## src/rtl/packmem_rd_arbiter_pkg.sv

```systemverilog
// rtl/packmem_rd_arbiter_pkg.sv - port IDs, BPF sizes and tag latency for the packet-memory read arbiter
// PACKMEM_ARB_PESSIMISTIC_EN selects a 2-cycle adapter latency (default 1).
package packmem_rd_arbiter_pkg;

  localparam logic PORT_A = 1'b0;
  localparam logic PORT_B = 1'b1;

  localparam logic [1:0] BPF_W = 2'b00;
  localparam logic [1:0] BPF_H = 2'b01;
  localparam logic [1:0] BPF_B = 2'b10;

`ifdef PACKMEM_ARB_PESSIMISTIC_EN
  localparam int LAT = 2;
`else
  localparam int LAT = 1;
`endif

  typedef struct packed {
    logic valid;
    logic owner;
  } tag_t;

endpackage

```

## src/rtl/packmem_rd_arbiter_rr_arb2.sv

```systemverilog
// rtl/packmem_rd_arbiter_rr_arb2.sv - two-input round-robin arbiter with one-hot grant
module rr_arb2
  import packmem_rd_arbiter_pkg::*;
(
  input  logic       clk,
  input  logic       rst,
  input  logic [1:0] req,
  output logic [1:0] gnt
);

  logic last_q;
  logic last_d;

  always_comb begin
    gnt = 2'b00;
    if (!rst) begin
      if (req[PORT_A] && req[PORT_B]) begin
        // contention goes to whichever port did not win last
        if (last_q == PORT_B) gnt[PORT_A] = 1'b1;
        else                  gnt[PORT_B] = 1'b1;
      end else begin
        gnt = req;
      end
    end
    last_d = last_q;
    if (gnt[PORT_A])      last_d = PORT_A;
    else if (gnt[PORT_B]) last_d = PORT_B;
  end

  always_ff @(posedge clk) begin
    if (rst) last_q <= PORT_B;
    else     last_q <= last_d;
  end

endmodule

```

## src/rtl/packmem_rd_arbiter.sv

```systemverilog
// rtl/packmem_rd_arbiter.sv - shares the packet-memory read path between CPU (A) and forwarder (B)
// Tag pipeline depth follows LAT, set by PACKMEM_ARB_PESSIMISTIC_EN.
module packmem_rd_arbiter
  import packmem_rd_arbiter_pkg::*;
#(
  parameter int PACKET_BYTE_ADDR_WIDTH = 12,
  parameter int CNT_WIDTH              = 16
) (
  input  logic                              clk,
  input  logic                              rst,
  input  logic                              a_rd_en,
  input  logic [PACKET_BYTE_ADDR_WIDTH-1:0] a_byte_addr,
  input  logic [1:0]                        a_transfer_sz,
  output logic                              a_gnt,
  output logic [31:0]                       a_rd_data,
  output logic                              a_rd_valid,
  input  logic                              b_rd_en,
  input  logic [PACKET_BYTE_ADDR_WIDTH-1:0] b_byte_addr,
  input  logic [1:0]                        b_transfer_sz,
  output logic                              b_gnt,
  output logic [31:0]                       b_rd_data,
  output logic                              b_rd_valid,
  output logic [PACKET_BYTE_ADDR_WIDTH-1:0] byte_rd_addr,
  output logic [1:0]                        transfer_sz,
  output logic                              mem_rd_en,
  input  logic [31:0]                       resized_mem_data,
  output logic [CNT_WIDTH-1:0]              a_gnt_cnt,
  output logic [CNT_WIDTH-1:0]              b_gnt_cnt
);

  logic [1:0] gnt;

  rr_arb2 u_rr_arb2 (
    .clk (clk),
    .rst (rst),
    .req ({b_rd_en, a_rd_en}),
    .gnt (gnt)
  );

  assign a_gnt     = gnt[PORT_A];
  assign b_gnt     = gnt[PORT_B];
  assign mem_rd_en = a_gnt | b_gnt;

  always_comb begin
    byte_rd_addr = '0;
    transfer_sz  = '0;
    if (a_gnt) begin
      byte_rd_addr = a_byte_addr;
      transfer_sz  = a_transfer_sz;
    end else if (b_gnt) begin
      byte_rd_addr = b_byte_addr;
      transfer_sz  = b_transfer_sz;
    end
  end

  tag_t [LAT-1:0]     tag_q;
  tag_t [LAT-1:0]     tag_d;
  tag_t               tail;
  logic [31:0]        a_rd_data_q;
  logic [31:0]        a_rd_data_d;
  logic [31:0]        b_rd_data_q;
  logic [31:0]        b_rd_data_d;
  logic [CNT_WIDTH-1:0] a_gnt_cnt_q;
  logic [CNT_WIDTH-1:0] a_gnt_cnt_d;
  logic [CNT_WIDTH-1:0] b_gnt_cnt_q;
  logic [CNT_WIDTH-1:0] b_gnt_cnt_d;

  always_comb begin
    tag_d[0].valid = mem_rd_en;
    tag_d[0].owner = b_gnt ? PORT_B : PORT_A;
    for (int i = 1; i < LAT; i++) tag_d[i] = tag_q[i-1];
  end

  assign tail = tag_q[LAT-1];

  // Strobes are masked during reset so reads granted just before it never report.
  assign a_rd_valid = tail.valid & (tail.owner == PORT_A) & ~rst;
  assign b_rd_valid = tail.valid & (tail.owner == PORT_B) & ~rst;

  // Data passes straight through on the strobe cycle and is held afterwards.
  assign a_rd_data   = a_rd_valid ? resized_mem_data : a_rd_data_q;
  assign b_rd_data   = b_rd_valid ? resized_mem_data : b_rd_data_q;
  assign a_rd_data_d = a_rd_data;
  assign b_rd_data_d = b_rd_data;

  always_comb begin
    a_gnt_cnt_d = a_gnt_cnt_q;
    b_gnt_cnt_d = b_gnt_cnt_q;
    if (a_gnt && (a_gnt_cnt_q != '1)) a_gnt_cnt_d = a_gnt_cnt_q + CNT_WIDTH'(1);
    if (b_gnt && (b_gnt_cnt_q != '1)) b_gnt_cnt_d = b_gnt_cnt_q + CNT_WIDTH'(1);
  end

  assign a_gnt_cnt = a_gnt_cnt_q;
  assign b_gnt_cnt = b_gnt_cnt_q;

  always_ff @(posedge clk) begin
    if (rst) begin
      tag_q       <= '0;
      a_rd_data_q <= '0;
      b_rd_data_q <= '0;
      a_gnt_cnt_q <= '0;
      b_gnt_cnt_q <= '0;
    end else begin
      tag_q       <= tag_d;
      a_rd_data_q <= a_rd_data_d;
      b_rd_data_q <= b_rd_data_d;
      a_gnt_cnt_q <= a_gnt_cnt_d;
      b_gnt_cnt_q <= b_gnt_cnt_d;
    end
  end

endmodule

```

## config.mk

```make
export PLATFORM = sky130hd
export DESIGN_NAME = packmem_rd_arbiter
export DESIGN_NICKNAME = d
export VERILOG_FILES = /design/src/rtl/packmem_rd_arbiter_pkg.sv /design/src/rtl/packmem_rd_arbiter_rr_arb2.sv /design/src/rtl/packmem_rd_arbiter.sv
export SDC_FILE = /design/constraint.sdc
export NUM_CORES = 1
export LEC_CHECK = 0
export CAP_MARGIN = 20
export CELL_PAD_IN_SITES_DETAIL_PLACEMENT = 0
export CELL_PAD_IN_SITES_GLOBAL_PLACEMENT = 1
export CORE_MARGIN = 1.5
export CORE_UTILIZATION = 32
export CTS_CLUSTER_DIAMETER = 80
export CTS_CLUSTER_SIZE = 24
export DETAILED_ROUTE_END_ITERATION = 10
export GPL_TIMING_DRIVEN = 0
export PLACE_DENSITY_LB_ADDON = 0.1
export REMOVE_ABC_BUFFERS = 1
export SETUP_SLACK_MARGIN = 0.2
export SYNTH_ARGS = -nofsm -noshare
export SYNTH_HDL_FRONTEND = slang
export SYNTH_SLANG_ARGS = --single-unit
```

## constraint.sdc

```tcl
create_clock -name clk -period 2.2 [get_ports clk]
set_input_delay 0.22 -clock clk [delete_from_list [all_inputs] [get_ports clk]]
set_output_delay 0.22 -clock clk [all_outputs]
set_load 0.005 [all_outputs]
```

==> Word-level counts from Yosys, hierarchy flattened <==
Index checks and enable logic that the tools add are counted.
{ "classes": {"n_eq_ne": 2, "addsub": 2, "n_bitwise": 7, "reduce_logical": 4, "muxes": 13} }
{ "op_table": {"columns": ["operator", "n"], "rows": [
  ["two-way mux 32 bit", 2],
  ["adder 16 x 1 -> 16 bit, second input constant", 2],
  ["inequality test 16 bit, second input constant", 2],
  ["two-way mux 12 bit", 2],
  ["two-way mux 2 bit", 4],
  ["two-way mux 1 bit", 5],
  ["bitwise AND 1 bit", 4],
  ["logical AND 1 bit", 3],
  ["NOT 1 bit", 2],
  ["nonzero test 2 bit", 1],
  ["bitwise OR 1 bit", 1]
]} }
{ "word_totals": {"register_bits": 99, "elab_cells": 35, "out_inout_bits": 115} }

==> Depth between registers and ports, before layout <==
Gate-level depths: netlist of run 1.
{ "logic_depth": {"word_depth": 5, "ltp_mapped": 7} }

==> Modules after synthesis <==
From an unflattened synthesis of run 1, not the netlist that was laid out.
{ "hier_totals": {"cells_unflattened": 437, "hier_area_um2": 4390.5} }
{ "modules_own_cells": {"columns": ["mod", "instances", "area_per_inst_um2", "seq_area_each_um2", "cells_per_inst"], "rows": [
  ["packmem_rd_arbiter", 1, 4332.9, 1961.9, 430],
  ["rr_arb2", 1, 57.6, 20.0, 7]
]} }

==> Worst setup path after synthesis of run 1 <==
Ideal clock, no wire load.
{ "synth_path": {"path_type": "reg-to-reg", "startpoint": "register a_gnt_cnt_q[0] (netlist: a_gnt_cnt[0])", "endpoint": "register a_gnt_cnt_q[14] (netlist: a_gnt_cnt[14])", "period_less_slack_ns": 1.682, "setup_slack_ns": 0.518, "t_arrival_ns": 1.611, "required_ns": 2.130, "stages_incl_launch_ff": 6, "setup_ns": 0.070, "cell_sequence": "dfxtp_1 > ha_1 > and4_1 > nand4_2 > or4_1 > a21oi_1"} }
{ "synth_between": {"elab_chain_len": 2} }
{ "synth_rtl": {"columns": ["element", "line", "rtl"], "rows": [
  ["from (decl)", "packmem_rd_arbiter.sv:63", "logic [CNT_WIDTH-1:0] a_gnt_cnt_q;"],
  ["from (signal assigned)", "packmem_rd_arbiter.sv:107", "a_gnt_cnt_q <= a_gnt_cnt_d;"],
  ["branches (longest 2 deep; another with adder 16 x 1 -> 16 bit)", null, null]
]} }
Several ways; the timed one is not identified.
A chain may end at the register's enable or synchronous reset.

==> Worst setup path in the final report of run 1 <==
{ "layout_path": {"startpoint": "register tag_q[0] in the netlist's numbering", "endpoint": "output a_rd_data[29]"} }
{ "layout_between": {"elab_chain_len": 4} }
{ "layout_rtl": {"columns": ["element", "line", "rtl"], "rows": [
  ["from (decl)", "packmem_rd_arbiter.sv:56", "tag_t [LAT-1:0] tag_q;"],
  ["from (signal assigned)", "packmem_rd_arbiter.sv:104", "tag_q <= tag_d;"],
  ["NOT 1 bit", "packmem_rd_arbiter.sv:77", "assign a_rd_valid = tail.valid & (tail.owner == PORT_A) & ~rst;"],
  ["bitwise AND 1 bit (2 in a row)", "packmem_rd_arbiter.sv:77", null],
  ["two-way mux 32 bit", "packmem_rd_arbiter.sv:81", "assign a_rd_data = a_rd_valid ? resized_mem_data : a_rd_data_q;"],
  ["to (decl)", "packmem_rd_arbiter.sv:15", "output logic [31:0] a_rd_data,"]
]} }
No other way between the ends.

==> impl_results.md, run 1 <==
- DRC violations left: 0
- Hold Crit Class: in2reg
- Max Cap Viol: 0
- Synth top cells by count: dfxtp_1, mux2_2, and2_1, a21oi_1, nand2_1
- First-pass GRT wire length: 18.68 mm
- Area grow syn2layout: 61.61%
- Max Slew Vio Count: 0
- Total GRT Usage: 0.1618
- Initial DRC Count: 153
- Nets: 703
- Hold WS: 0.1842 ns
- DIE AREA: 0.01452 sq mm
- CTS tree: yes
- Final hold vios: 0
- FFs w/ async S/R, synth: 0
- Clk buf depth: 2
- Synth top area share: 0.4487
- Crit path launch type: flop
- Layout cells sized above 1: 0.2734
- Site Rows: 42
- Largest area contributor in the netlist: dfxtp_1
- # IOs: 179
- Worst-path maximum fanout: 8
- RSZ-0062 raised after global routing: true
- YS warnings: 0
- H-tree depth: 3
- Crit path time final: 2.072 ns
- Port Buffer Count: 178
- Cell Pwr Density: 554.5 mW/mm^2
- Clock transition at path regs: 0.06 ns
- Top-count cell post-synth: dfxtp_1
- Sink Count: 99
- Final ANT Viol Nets: 0
- Final setup viols: 0
- Starting density of the core: 0.3309
- Total number of vias: 4026
- Num CTS Buffers: 9
- Total gr overflow: 0
- Static Leakage: 3.107 nW
- Largest net degree at the start of global routing: 49
- Via/cell ratio: 4.928
- Core box area: 0.01335 sq mm
- Final period util: 0.9419
- Die Height: 120.5 um
- Final Skew: 0.006890 ns
- Drt wl/cell: 14.80 um
- Gp weighted congestion: 0.7736
- Pre-Repair DR Iteration Count: 4
- Cells after synthesis: 434
- Worst-Skew Late Latency: 0.34 ns
- Sequential area share after synthesis: 0.4487
- Top cells by area, synth: dfxtp_1, mux2_2, and2_1, a22o_1, a21oi_1
- Final WL: 12.09 mm
- Number of synthesized flops with an enable pin: 0
- Number of global-route vias before repair: 3781
- Post-synth top flop: dfxtp_1
- Die width: 120.5 um
- Fmax achieved: 482.6 MHz
- Peak supply drop: 0.3627 mV
- Nature of the critical path endpoint: output pin
- Initial antenna violation count: 1
- Worst-Margin Slew: 0.6085 ns
- DP HPWL: 8.396 mm
- CP required: 1.98 ns
- Distinct cells, synth: 39
- Synth Register Bits: 99
- Final core occ: 0.5348
- Hold bufs inserted after CTS: 0
- Root Driver: clkbuf_16
- Max transition margin: 0.5913
- Status: complete, no violations
- WS Path Type: reg2out
- Arrival @ worst endpoint: 1.85 ns
- Mapped Area: 0.004417 sq mm
- Syn avg cell area: 10.18 sq um
area by class of cell:
class | count | area, sq um
inverters | 9 | 58.81
repair buffers | 214 | 2118
well taps | 176 | 220.2
clock buffers | 12 | 246.5
flip-flops and latches | 99 | 1988
fillers | 1278 | 6210
clock inverters | 2 | 37.54
diodes | 1 | 2.502
multi-input cells | 304 | 2466
metrics by stage:
stage	TNS, ns	power [mW]	cell area (sq um)	setup WS, ns	std cells
floorplan	-45.31	2.051	4305	-0.5880	411
finish	0	3.958	7138	0.1278	817
global route	0	4.134	7138	0.03662	817
CTS	-0.09010	3.956	6927	-0.02039	803
global placement	-509.45	2.374	6307	-4.439	765
detailed placement	-60.97	2.395	6405	-0.9392	769
path summary, 6_finish.rpt:
check / startpoint / to / slack [ns] / cells past startpoint
max reg2reg: a_gnt_cnt[1] / a_gnt_cnt[14] / 0.32 / 5
min reg2reg: b_gnt_cnt[10] / b_gnt_cnt[10] / 0.52 / 2
min: rst / a_gnt_cnt[5] / 0.18 / 2
max: tag_q[0] / a_rd_data[29] / 0.13 / 6
worst max-delay path: stages (launching register included):
cell and delay (ns):
dfxtp_4 0.35, nor3b_4 0.21, clkbuf_16 0.18, buf_12 0.11
buf_6 0.11, mux2_2 0.33, clkdlybuf4s15_1 0.22
flip-flops by register name (all words and copies together) (netlist names):
name              count
b_gnt_cnt            16
u_rr_arb2.last_q      1
tag_q                 2
a_rd_data_q          32
b_rd_data_q          32
a_gnt_cnt            16
cells in the final DEF, fill, tap and decap left out, types with 16 or more instances in the layout:
master	count
dfxtp_1	96
clkdlybuf4s50_1	96
and2_1	65
dlygate4sd2_1	49
mux2_2	48
mux2_4	22
buf_4	20
a21oi_1	18
buf_6	18
clkbuf_2	16
routing by layer:
layer | global-route usage | part of all wire
met1 | 0.2005 | 0.45
met2 | 0.2738 | 0.48
met3 | 0.03585 | 0.063
met4 | 0.06176 | 0.015
met5 | 0 | 0
where the power goes:
part	internal, mW	leakage [nW]	switching, mW	total (mW)
Combinational	0.363	2.17	0.202	0.566
Sequential	1.83	0.803	0.0147	1.85
Clock	0.901	0.135	0.646	1.55
cells by family (layout without fill, tap and decap cells):
| family | Yosys count | after routing | share of synthesized area |
|---|---|---|---|
| AND/OR/NAND/NOR | 166 | 167 | 0.2306 |
| AO/OA/AOI/OAI | 63 | 63 | 0.09915 |
| multiplexers | 72 | 72 | 0.1830 |
| flip-flops | 99 | 99 | 0.4487 |
| adder cells (fa/ha/maj) | 2 | 2 | 0.005665 |
| other | 0 | 1 | 0 |
| buffers and inverters | 32 | 237 | 0.03286 |
timing repair:
item / CTS / global route
cloned: 2 / 1
gates resized for setup: 127 / 101
setup buffers: 18 / 12
pin swaps: 6 / 2
setup endpoints to repair: 126 / 42
Power figures use the tool's default switching activity.
==> run 2: changes to the inputs <==
--- a/config.mk
+++ b/config.mk
@@ -13,6 +13,7 @@
 export CTS_CLUSTER_DIAMETER = 80
 export CTS_CLUSTER_SIZE = 24
 export DETAILED_ROUTE_END_ITERATION = 10
+export GPL_ROUTABILITY_DRIVEN = 1
 export GPL_TIMING_DRIVEN = 0
 export PLACE_DENSITY_LB_ADDON = 0.1
 export REMOVE_ABC_BUFFERS = 1
==> results of run 2 <==
Final layout, timing and power as in run 1 (identical DEF).
==> run 3: changes to the inputs <==
--- a/config.mk
+++ b/config.mk
@@ -6,16 +6,14 @@
 export NUM_CORES = 1
 export LEC_CHECK = 0
 export CAP_MARGIN = 20
-export CELL_PAD_IN_SITES_DETAIL_PLACEMENT = 0
-export CELL_PAD_IN_SITES_GLOBAL_PLACEMENT = 1
 export CORE_MARGIN = 1.5
-export CORE_UTILIZATION = 32
+export CORE_UTILIZATION = 35
 export CTS_CLUSTER_DIAMETER = 80
 export CTS_CLUSTER_SIZE = 24
 export DETAILED_ROUTE_END_ITERATION = 10
 export GPL_ROUTABILITY_DRIVEN = 1
 export GPL_TIMING_DRIVEN = 0
-export PLACE_DENSITY_LB_ADDON = 0.1
+export PLACE_DENSITY = 0.67
 export REMOVE_ABC_BUFFERS = 1
 export SETUP_SLACK_MARGIN = 0.2
 export SYNTH_ARGS = -nofsm -noshare
==> impl_results.md, run 3 (synthesis results as in run 1) <==
- Clk buf depth: 2 (unchanged)
- Die width: 115.3 um (was 120.5 um)
- Biggest regs: a_rd_data_q (32), b_rd_data_q (32) (unchanged)
- Final WL: 12.25 mm (was 12.09 mm)
- # IOs: 179 (unchanged)
- CTS tree: yes (unchanged)
- Final setup viols: 0 (unchanged)
- Largest net degree at the start of global routing: 47 (was 49)
- Drt wl/cell: 15.05 um (was 14.80 um)
- Most frequent cells in the layout: clkdlybuf4s50_1, dfxtp_1, and2_1, mux2_2, buf_6 (was dfxtp_1, clkdlybuf4s50_1, and2_1, dlygate4sd2_1, mux2_2)
- Num CTS Buffers: 9 (unchanged)
- First-pass GRT wire length: 18.89 mm (was 18.68 mm)
- Most common cell after layout, fill and taps aside: clkdlybuf4s50_1
- Max transition margin: 0.6865 (was 0.5913)
- Cell Pwr Density: 565.3 mW/mm^2 (was 554.5 mW/mm^2)
- CP required: 1.98 ns (about the same)
- Sink Count: 99 (unchanged)
- Status: complete, no violations (unchanged)
- Nature of the critical path endpoint: output pin (unchanged)
- R2R Path End: b_gnt_cnt[14] (was a_gnt_cnt[14])
- Site Rows: 40 (was 42)
- Gp weighted congestion: 0.7450 (was 0.7736)
- Initial antenna violation count: 0 (was 1)
- RSZ-0062 raised after global routing: true (unchanged)
- Hold bufs inserted after CTS: 0 (unchanged)
- Area grow syn2layout: 65.41% (was 61.61%)
- Clock transition at path regs: 0.07 ns (was 0.06 ns)
- # diodes: 0 (was 1)
- DRC violations left: 0 (unchanged)
- Static Leakage: 3.336 nW (was 3.107 nW)
- Final ANT Viol Nets: 0 (unchanged)
- Pre-Repair DR Iteration Count: 4 (unchanged)
- Total power: 4.130 mW (was 3.958 mW)
- Post-DP Area: 0.006401 sq mm (was 0.006405 sq mm)
- Total number of vias: 4076 (was 4026)
- Final hold vios: 0 (unchanged)
- Inst Count DP: 762 (was 769)
- Layout cells sized above 1: 0.2879 (was 0.2734)
- Total gr overflow: 0 (unchanged)
- Via/cell ratio: 5.007 (was 4.928)
- Finished Cell Area: 0.007306 sq mm (was 0.007138 sq mm)
- Fmax achieved: 470.0 MHz (was 482.6 MHz)
- Total GRT Usage: 0.1780 (was 0.1618)
- Max Cap Viol: 0 (unchanged)
- Final period util: 0.9670 (was 0.9419)
- Reg2Reg Depth: 5 (unchanged)
- Nets: 707 (was 703)
- Worst-path cell chain: buf_4 > nand3_4 > buf_6 > mux2_2 > clkdlybuf4s50_1 (was nor3b_4 > clkbuf_16 > buf_12 > buf_6 > mux2_2 > clkdlybuf4s15_1)
- Core box area: 0.01216 sq mm (was 0.01335 sq mm)
- Number of global-route vias before repair: 3921 (was 3781)
- Starting density of the core: 0.3632 (was 0.3309)
- Root Driver: clkbuf_16 (unchanged)
- DIE AREA: 0.01330 sq mm (was 0.01452 sq mm)
- Crit path launch type: flop (unchanged)
- Hold Crit Class: in2reg (unchanged)
- Initial DRC Count: 164 (was 153)
- WS Path Type: reg2out (unchanged)
- Hold_sp: rst (unchanged)
- Die Height: 115.3 um (was 120.5 um)
- DP HPWL: 8.441 mm (was 8.396 mm)
- Final Skew: 0.005762 ns (was 0.006890 ns)
- Arrival @ worst endpoint: 1.91 ns (was 1.85 ns)
- Worst flop-to-flop path startpoint: b_gnt_cnt[0] (was a_gnt_cnt[1])
- Worst-path maximum fanout: 8 (unchanged)
- Hold Path Depth: 2 (unchanged)
- Max incr delay on CP: 0.47 ns (was 0.35 ns)
- Port Buffer Count: 178 (unchanged)
- Worst reg2reg setup slack: 0.29 ns (was 0.32 ns)
- Peak supply drop: 0.3723 mV (was 0.3627 mV)
- Worst-Skew Late Latency: 0.34 ns (about the same)
- Worst-Margin Slew: 0.4659 ns (was 0.6085 ns)
- Worst path top cell family by delay: buffers and inverters (unchanged)
- Crit path time final: 2.127 ns (was 2.072 ns)
- Final core occ: 0.6007 (was 0.5348)
- Worst path slowest cell: clkdlybuf4s50_1 (was dfxtp_4)
- Max Slew Vio Count: 0 (unchanged)
- Layout Cells excl Fill: 814 (was 817)
- H-tree depth: 3 (unchanged)
- Worst Hold End: a_gnt_cnt[12] (was a_gnt_cnt[5])
- Buf/Inv on CP: 3 (was 4)
- Hold WS: 0.2382 ns (was 0.1842 ns)
==> run 3: changes by cell type in the layout (fill, tap and decap cells not counted), moves of 6 or more <==
cell and delta:
clkdlybuf4s50_1 +12, mux2_2 -6, dlygate4sd2_1 -31, mux2_4 +6, dlymetal6s2s_1 +18, buf_6 +11
==> run 3: where the power goes <==
group          internal [mW]  switching (mW)
Clock                   1.00           0.689
Sequential              1.83          0.0149
Combinational          0.383           0.210
Total                   3.22           0.914
==> run 3: layout make-up <==
cell class | instances | area [sq um]
clock buffer | 10 | 229.0
fill | 1058 | 4856
tap | 168 | 210.2
multi-input combinational | 303 | 2484
timing repair buffer | 219 | 2263
clock inverter | 6 | 87.58
sequential | 99 | 1987
inverter | 9 | 45.04
==> run 3: worst max path at each step <==
stage | to | from | slack [ns] | cells past startpoint
floorplan | b_rd_data_q[0] | rst | -0.59 | 4
CTS | b_rd_data[10] | tag_q[0] | 0.02 | 5
finish | b_rd_data[21] | tag_q[0] | 0.07 | 5
global route | b_rd_data[0] | tag_q[0] | 0.0001 | 5
global placement | b_rd_data[10] | rst | -4.29 | 5
detailed placement | b_rd_data[10] | rst | -0.80 | 6
==> run 3: timing repair <==
action / 4_1_cts / 5_1_grt
pin swaps: 6 / 1
cloned: 1 / 0
hold endpoints to repair: 0 / 0
gates resized for setup: 166 / 68
endpoints found under the setup margin: 126 / 67
setup buffers: 22 / 13
==> run 3: worst reg2reg max path, delay by kind of cell (launching register included) <==
kind | cells | cell delay (ns)
and+or+nand+nor | 3 | 0.79
muxes | 1 | 0.36
DFF | 1 | 0.39
adders and majority gates | 1 | 0.27
==> run 3: through the flow <==
step / setup TNS (ns) / setup WS (ns)
CTS: 0 / 0.02427
floorplan: -45.31 / -0.5880
global route: 0 / 0.0001155
finish: 0 / 0.07252
global placement: -492.29 / -4.294
detailed placement: -52.29 / -0.7962
==> run 3: metal layers <==
layer	routed length (um)	global-route usage	up-vias	share of wire
met3	985	0.04797	15	0.080
met2	5791	0.3069	162	0.47
met1	5302	0.2111	1914	0.43
met5	0	0	-	0
met4	169	0.06749	0	0.014
li1	-	-	1985	-
